**config.mk**
```make
export PLATFORM = sky130hd
export DESIGN_NAME = fp_mult_norm_round_stage
export DESIGN_NICKNAME = d
export VERILOG_FILES = /design/src/rtl/fp_mult_pkg.sv /design/src/rtl/fp_round_rne.sv /design/src/rtl/fp_mult_norm_round_stage.sv
export SDC_FILE = /design/constraint.sdc
export NUM_CORES = 1
export LEC_CHECK = 0
export BUFFER_PORTS_ARGS = -buffer_cell sky130_fd_sc_hd__buf_2
export CELL_PAD_IN_SITES_DETAIL_PLACEMENT = 1
export CELL_PAD_IN_SITES_GLOBAL_PLACEMENT = 1
export CORE_ASPECT_RATIO = 1.1
export CORE_MARGIN = 2
export CORE_UTILIZATION = 39
export DETAILED_ROUTE_END_ITERATION = 10
export HOLD_SLACK_MARGIN = 0.08
export PLACE_DENSITY = 0.83
export REMOVE_ABC_BUFFERS = 1
export SLEW_MARGIN = 20
export SYNTH_ARGS = -nofsm -noshare
export SYNTH_HDL_FRONTEND = slang
export SYNTH_SLANG_ARGS = --single-unit
```
**constraint.sdc**
```tcl
create_clock -name clk -period 3.6 [get_ports clk]
set_input_delay 0.72 -clock clk [delete_from_list [all_inputs] [get_ports clk]]
set_output_delay 0.72 -clock clk [all_outputs]
set_load 0.02 [all_outputs]
```
**src/rtl/fp_mult_pkg.sv**
```systemverilog
// rtl/fp_mult_pkg.sv - shared constants and stage payload for the FP multiply post-stage
package fp_mult_pkg;

  localparam int EXP_W  = 8;
  localparam int FRAC_W = 23;
  localparam int BIAS   = 127;
  localparam int E_W    = EXP_W + 2;  // signed working exponent, wide enough for 255+255

  localparam logic [31:0] QNAN = 32'h7FC0_0000;

  localparam int FLAG_ZERO      = 0;
  localparam int FLAG_UNDERFLOW = 1;
  localparam int FLAG_OVERFLOW  = 2;
  localparam int FLAG_INVALID   = 3;

  typedef struct packed {
    logic                    sign;
    logic signed [E_W-1:0]   e;
    logic [FRAC_W-1:0]       frac;
    logic                    g;
    logic                    s;
    logic                    zero_op;
    logic                    inf_op;
  } s1_payload_t;

endpackage

```
**src/rtl/fp_round_rne.sv**
```systemverilog
// rtl/fp_round_rne.sv - fraction rounding helper; FP_MULT_ROUND_NEAREST_EN selects RNE, else truncation
module fp_round_rne
  import fp_mult_pkg::*;
(
  input  logic [FRAC_W-1:0] frac_i,
  input  logic              g_i,
  input  logic              s_i,
  output logic [FRAC_W-1:0] frac_o,
  output logic              carry_o
);

`ifdef FP_MULT_ROUND_NEAREST_EN
  logic round_up;

  // Ties go to the even fraction: a lone guard bit only rounds an odd LSB.
  assign round_up          = g_i & (s_i | frac_i[0]);
  assign {carry_o, frac_o} = {1'b0, frac_i} + {{FRAC_W{1'b0}}, round_up};
`else
  logic unused_round;

  assign unused_round = g_i ^ s_i;
  assign frac_o       = frac_i;
  assign carry_o      = 1'b0;
`endif

endmodule

```
**src/rtl/fp_mult_norm_round_stage.sv**
```systemverilog
// rtl/fp_mult_norm_round_stage.sv - 2-stage normalise/round/pack after the mantissa multiplier
// Rounding follows FP_MULT_ROUND_NEAREST_EN (round-to-nearest-even when defined, truncation otherwise).
module fp_mult_norm_round_stage #(
  parameter int PROD_W = 28,
  parameter int EXP_W  = 8,
  parameter int BIAS   = 127
) (
  input  logic              clk,
  input  logic              rst,
  input  logic              in_valid,
  output logic              in_ready,
  input  logic              in_sign,
  input  logic [EXP_W-1:0]  in_exp_a,
  input  logic [EXP_W-1:0]  in_exp_b,
  input  logic [PROD_W-1:0] in_prod,
  output logic              out_valid,
  input  logic              out_ready,
  output logic [31:0]       out_result,
  output logic [3:0]        out_flags
);
  import fp_mult_pkg::*;

  localparam int GI = PROD_W - 2 - FRAC_W;  // guard bit position in the normalised product
  localparam logic signed [E_W-1:0] E_INF  = E_W'((1 << EXP_W) - 1);
  localparam logic signed [E_W-1:0] E_ZERO = '0;

  logic [E_W-1:0]    exp_sum;
  logic [E_W-1:0]    e_n;
  logic [PROD_W-2:0] prod_n;
  s1_payload_t       s1_new, s1_d, s1_q;
  logic              s1_v_d, s1_v_q;
  logic              s2_v_d, s2_v_q;
  logic [31:0]       result_d, result_q, res_n;
  logic [3:0]        flags_d, flags_q, flg_n;
  logic              s2_adv;
  logic [FRAC_W-1:0] frac_r;
  logic              carry_r;
  logic signed [E_W-1:0] e_r;

  assign s2_adv   = !s2_v_q || out_ready;
  assign in_ready = !s1_v_q || s2_adv;

  // Stage 1: drop the leading one so the fraction always starts at the same bit.
  always_comb begin
    exp_sum = E_W'(in_exp_a) + E_W'(in_exp_b);
    if (in_prod[PROD_W-1]) begin
      prod_n = in_prod[PROD_W-2:0];
      e_n    = exp_sum - E_W'(BIAS - 1);
    end else begin
      prod_n = {in_prod[PROD_W-3:0], 1'b0};
      e_n    = exp_sum - E_W'(BIAS);
    end
    s1_new.sign    = in_sign;
    s1_new.e       = e_n;
    s1_new.frac    = prod_n[PROD_W-2 -: FRAC_W];
    s1_new.g       = prod_n[GI];
    s1_new.s       = |prod_n[GI-1:0];
    s1_new.zero_op = (in_exp_a == '0) || (in_exp_b == '0);
    s1_new.inf_op  = (&in_exp_a) || (&in_exp_b);
  end

  fp_round_rne u_round (
    .frac_i  (s1_q.frac),
    .g_i     (s1_q.g),
    .s_i     (s1_q.s),
    .frac_o  (frac_r),
    .carry_o (carry_r)
  );

  // Stage 2: special operands win over range checks, which win over the normal pack.
  always_comb begin
    e_r   = s1_q.e + E_W'(carry_r);
    res_n = {s1_q.sign, e_r[EXP_W-1:0], frac_r};
    flg_n = '0;
    if (s1_q.inf_op && s1_q.zero_op) begin
      res_n                = QNAN;
      flg_n[FLAG_INVALID]  = 1'b1;
    end else if (s1_q.inf_op) begin
      res_n                = {s1_q.sign, {EXP_W{1'b1}}, {FRAC_W{1'b0}}};
      flg_n[FLAG_OVERFLOW] = 1'b1;
    end else if (s1_q.zero_op) begin
      res_n                = {s1_q.sign, {(EXP_W + FRAC_W){1'b0}}};
      flg_n[FLAG_ZERO]     = 1'b1;
    end else if (e_r >= E_INF) begin
      res_n                = {s1_q.sign, {EXP_W{1'b1}}, {FRAC_W{1'b0}}};
      flg_n[FLAG_OVERFLOW] = 1'b1;
    end else if (e_r <= E_ZERO) begin
      res_n                 = {s1_q.sign, {(EXP_W + FRAC_W){1'b0}}};
      flg_n[FLAG_UNDERFLOW] = 1'b1;
      flg_n[FLAG_ZERO]      = 1'b1;
    end
  end

  always_comb begin
    s1_v_d   = s1_v_q;
    s1_d     = s1_q;
    s2_v_d   = s2_v_q;
    result_d = result_q;
    flags_d  = flags_q;
    if (in_ready) begin
      s1_v_d = in_valid;
      if (in_valid) s1_d = s1_new;
    end
    if (s2_adv) begin
      s2_v_d = s1_v_q;
      if (s1_v_q) begin
        result_d = res_n;
        flags_d  = flg_n;
      end
    end
  end

  always_ff @(posedge clk) begin
    if (rst) begin
      s1_v_q   <= 1'b0;
      s2_v_q   <= 1'b0;
      s1_q     <= '0;
      result_q <= '0;
      flags_q  <= '0;
    end else begin
      s1_v_q   <= s1_v_d;
      s2_v_q   <= s2_v_d;
      s1_q     <= s1_d;
      result_q <= result_d;
      flags_q  <= flags_d;
    end
  end

  assign out_valid  = s2_v_q;
  assign out_result = result_q;
  assign out_flags  = flags_q;

endmodule
```
Word level (Yosys, flattened, before mapping)
Index checks and enable logic that the tools add are counted.
{"block": "word_totals", "ff_bits": 74, "inputBits": 49}
{"block": "op_classes", "n_reduce_logical": 13, "mux": 16, "magnitude_cmp": 2, "addsub": 3}
{"op": "31-bit 2-to-1 mux", "count": 4}
{"op": "32-bit 2-to-1 mux", "count": 1}
{"op": "27-bit 2-to-1 mux", "count": 1}
{"op": "9-bit by 7-bit subtractor with 10-bit output, second input constant", "count": 2}
{"op": "8-bit zero test", "count": 2}
{"op": "8-bit AND reduction", "count": 2}
{"op": "10-bit by 9-bit >= comparator with 1-bit output, second input constant", "count": 1}
{"op": "10-bit by 1-bit <= comparator with 1-bit output, second input constant", "count": 1}
{"op": "10-bit 2-to-1 mux", "count": 1}
{"op": "8-bit by 8-bit adder with 9-bit output", "count": 1}
{"op": "2-bit 2-to-1 mux", "count": 4}
{"op": "1-bit logical OR", "count": 4}
{"op": "1-bit 2-to-1 mux", "count": 4}
{"op": "2-bit AND reduction", "count": 2}
{"op": "3-bit 2-to-1 mux", "count": 1}
{"op": "1-bit zero test", "count": 2}
{"op": "1-bit logical AND", "count": 1}

Depth between registers and ports, before layout
{"block": "logic_depth", "depth_word": 6, "depth_mapped": 9, "ltp_nobuf": 9}

Modules after synthesis
From an unflattened synthesis, not the netlist that was laid out.
{"block": "unflattened", "cells_unflattened": 427, "hier_area_um2": 3932.5}
{"module": "fp_mult_norm_round_stage", "area_per_inst_um2": 3748.6, "seq_area_each_um2": 1521.5, "cells_each": 402, "n_inst": 1}
{"module": "fp_round_rne", "area_per_inst_um2": 183.9, "seq_area_each_um2": 0.0, "cells_each": 25, "n_inst": 1}

Worst setup path after synthesis
OpenSTA, ideal clock, no wires.
{"block": "synth_timing", "kind": "input to register", "from": "input port in_exp_a[0]", "to": "register s1_q[35] (netlist name)", "arrival_ps": 2779, "cell_stages": 9, "setup_ps": 62, "setup_slack_ps": 758, "required_time_ps": 3538, "path_cell_list": "ha_1 fa_1 ha_1 mux2_2 nand2_1 nor3_1 nand4_2 a2111o_1 nand3_1"}
{"block": "synth_via", "elab_chain_len": 3, "word_cells_on_any_way": 4, "cone_classes": "add/sub: 3; mux: 1"}
{"item": "from (decl)", "line_no": "fp_mult_norm_round_stage.sv:13", "text": "input logic [EXP_W-1:0] in_exp_a,"}
{"item": "8-bit by 8-bit adder with 9-bit output *", "line_no": "fp_mult_norm_round_stage.sv:45", "text": "exp_sum = E_W'(in_exp_a) + E_W'(in_exp_b);"}
{"item": "9-bit by 7-bit subtractor with 10-bit output, on equally long branches", "line_no": "fp_mult_norm_round_stage.sv:51, fp_mult_norm_round_stage.sv:48"}
{"item": "10-bit 2-to-1 mux *", "line_no": "fp_mult_norm_round_stage.sv:46", "text": "if (in_prod[PROD_W-1]) begin"}
{"item": "to (signal assigned)", "line_no": "fp_mult_norm_round_stage.sv:117", "text": "s1_q <= '0;"}
{"item": "to (signal assigned)", "line_no": "fp_mult_norm_round_stage.sv:123", "text": "s1_q <= s1_d;"}
{"item": "to (decl)", "line_no": "fp_mult_norm_round_stage.sv:30", "text": "s1_payload_t s1_new, s1_d, s1_q;"}
Every way passes the cells marked *; elsewhere a longest branch is shown, timed or not.
A chain may end at the register's enable or synchronous reset.

Worst setup path in the final report
Ends and elaborated chain as after synthesis.

==> results.py <==
metrics = {
    "status": {
        "status": "complete, no violations",
    },
    "timing": {
        "final_hold_viol_count": 0,
        "setup_tns_ns": 0,
        "skew_ns": 0.00968,
        "clock.fmax_mhz": 357,
        "final_max_slew_viol_count": 0,
        "slew_headroom": 0.356,
        "tightest_slew_ns": 0.966,
        "setup_viol": 0,
        "fin_crit_sh": 0.779,
        "period_minus_slack_ns": 2.80,
        "rsz0062_at_grt": "no",
    },
    "die": {
        "die_area_um2": 9320,
        "fp.dieH_um": 101,
        "rows": 35,
        "core_um2": 8360,
        "boundaryPins": 87,
        "dieWidth_um": 92.2,
        "initial_core_util": 0.399,
    },
    "grt": {
        "grt_max_degree": 41,
        "grt_pass1_wl_um": 14000,
        "gr-usage-met3": 0.0329,
        "grt.total_usage": 0.187,
        "grt_pass1_vias": 2958,
        "antenna_found_initial": 0,
        "globalRoute.totalOverflow": 0,
        "use_met2": 0.331,
        "top_usage_layer": "met2",
        "use_met1": 0.227,
    },
    "cts": {
        "clk_pin_slew_ns": 0.08,
        "cts_buffer_depth": 2,
        "cts_buffers": 9,
        "post_cts_resized": 0,
        "root_buffer": "clkbuf_8",
        "cts.sinks": 74,
        "clock_latency_ns": 0.35,
        "cts_tree": "built",
        "cts-hold-fix-buffers": 0,
        "htreeDepth": 3,
        "post_cts_buffers": 0,
    },
    "finish": {
        "layout_common_cells": "83 x buf_2, 74 x dfxtp_1, 68 x nor2_1",
        "final_cells": 573,
        "drive_above_1_share": 0.238,
        "layout_commonest_cell": "buf_2",
        "n_antenna_cell": 0,
        "synthToLayoutAreaGrowth_pct": 21.6,
        "fin_nets": 517,
    },
    "synth": {
        "synth_edf_count": 0,
        "synthFlopType": "dfxtp_1",
        "yosysWarnings": 0,
        "synth-async-reset-ratio": 0,
        "ys_ff_latch": 74,
        "synth_cells": 380,
        "synth_area_um2": 3340,
        "synth_cell_type_count": 40,
        "ys_seq_area_frac": 0.443,
        "postSynthAreaPerCell_um2": 8.79,
    },
    "power_and_ir_drop": {
        "powerDensity_nw_per_um2": 464,
        "p_leak_nw": 1.75,
        "vdd_drop_max_mv": 0.227,
    },
    "setup_path": {
        "reg2reg_from": "s1_q[34]",
        "cp-end-kind": "flip-flop",
        "cp-start-kind": "primary input",
        "cp.required_ns": 3.89,
        "r2r_slack_ns": 1.65,
        "path_max_fanout": 3,
        "r2r-end": "out_result[8]",
        "arrival_ns": 3.10,
        "worstSetupPathType": "primary input to flip-flop",
        "rr_worst_depth": 5,
    },
    "min_path": {
        "holdPathEnd": "out_result[30]",
        "holdPathStages": 2,
        "min_from": "out_result[30]",
        "hp-class": "flip-flop to flip-flop",
    },
    "place": {
        "place.port_buffers": 83,
        "place_inst": 557,
        "place_hpwl_um": 6360,
        "gp_congestion": 0.857,
    },
    "drt": {
        "post-route-drc-count": 0,
        "wirelength_um": 8700,
        "first_pass_iters": 4,
        "ant_nets": 0,
        "viasPerCell": 5.35,
        "drt_iter0_markers": 128,
        "num_vias": 3063,
        "wl_per_cell_um": 15.2,
    },
    "job": {
        "drv_cap": 0,
    },
}
layer usage:
layer	part of all wire	up-vias
met5	0	-
met1	0.45	1443
met2	0.50	67
li1	-	1539
met3	0.034	14
met4	0.015	0
power by group:
| part | internal (mW) | switching (mW) | leakage, nW | total (mW) |
|---|---|---|---|---|
| registers | 0.870 | 0.0333 | 0.607 | 0.903 |
| clock network | 0.321 | 0.315 | 0.0889 | 0.637 |
| logic | 0.138 | 0.209 | 1.06 | 0.346 |
synthesized netlist by cell type, types with 2 or more instances:
cell,count,area share
clkbuf_1,20,0.022
inv_1,6,0.0067
nor3_1,6,0.0090
dfxtp_1,74,0.44
nor2_1,68,0.076
nand2_1,24,0.027
o21a_1,2,0.0045
o21ai_0,11,0.016
xnor2_1,5,0.013
a31oi_1,2,0.0037
o221ai_1,2,0.0052
and3_1,2,0.0037
ha_1,10,0.037
buf_1,3,0.0034
a211oi_1,27,0.061
a211o_1,2,0.0052
nand3_1,3,0.0045
nor4_1,6,0.011
nand3b_1,2,0.0045
a21oi_1,27,0.040
a22oi_1,23,0.052
mux2i_1,24,0.072
a221oi_1,2,0.0052
xor2_1,5,0.013
nand4_1,9,0.017
critical path: stages:
cell      delay [ns]
buf_2           0.12
ha_1            0.23
fa_1            0.42
a211o_1         0.31
a211o_1         0.30
a211oi_2        0.33
nand4_2         0.16
a2111o_1        0.44
nand3_1         0.07
flip-flops by register name, summed over array words and instances (netlist names):
register,cells
out_flags,4
out_result,32
out_valid,1
s1_q,36
s1_v_q,1
worst max path at each step:
| stage | endpoint | from | depth (start not counted) | slack [ns] |
|---|---|---|---|---|
| 2_1_floorplan | s1_q[0] | out_ready | 5 | -0.09 |
| 3_3_place_gp | s1_q[35] | in_exp_a[0] | 9 | 0.51 |
| 3_5_place_dp | s1_q[35] | in_exp_a[0] | 9 | 0.44 |
| 4_1_cts | s1_q[35] | in_exp_a[0] | 9 | 0.81 |
| 5_1_grt | s1_q[35] | in_exp_a[0] | 9 | 0.69 |
| 6_report | s1_q[35] | in_exp_a[0] | 9 | 0.80 |
cell families after synthesis:
logic type / after synthesis / synth area share
buffers and inverters: 30 / 0.0341
DFF: 74 / 0.443
xor gates and xnor gates: 10 / 0.0262
AOI/OAI and AO/OA: 106 / 0.215
adders and majority gates: 11 / 0.0434
muxes: 25 / 0.0753
and+or+nand+nor: 124 / 0.163
cell type report:
type	instances	area [um^2]
well taps	111	139
clock buffers	10	128
fillers	1030	4300
clock inverters	6	66.3
repair buffers	90	468
flip-flops and latches	74	1480
multi-input cells	276	1760
inverters	6	22.5
through the flow:
step / utilization / hold slack, ns / instance area, um^2 / power (mW) / setup WS, ns
final: 0.486 / 0.453 / 4060 / 1.89 / 0.795
after CTS: 0.486 / 0.455 / 4060 / 1.91 / 0.813
after global routing: 0.486 / 0.481 / 4060 / 1.98 / 0.685
after detailed placement: 0.462 / 0.444 / 3870 / 1.27 / 0.442
after global placement: 0.462 / 0.438 / 3870 / 1.25 / 0.515
after floorplan: - / 0.431 / 3250 / 1.14 / -0.0924
No activity file was read; power rests on OpenSTA's default activity.
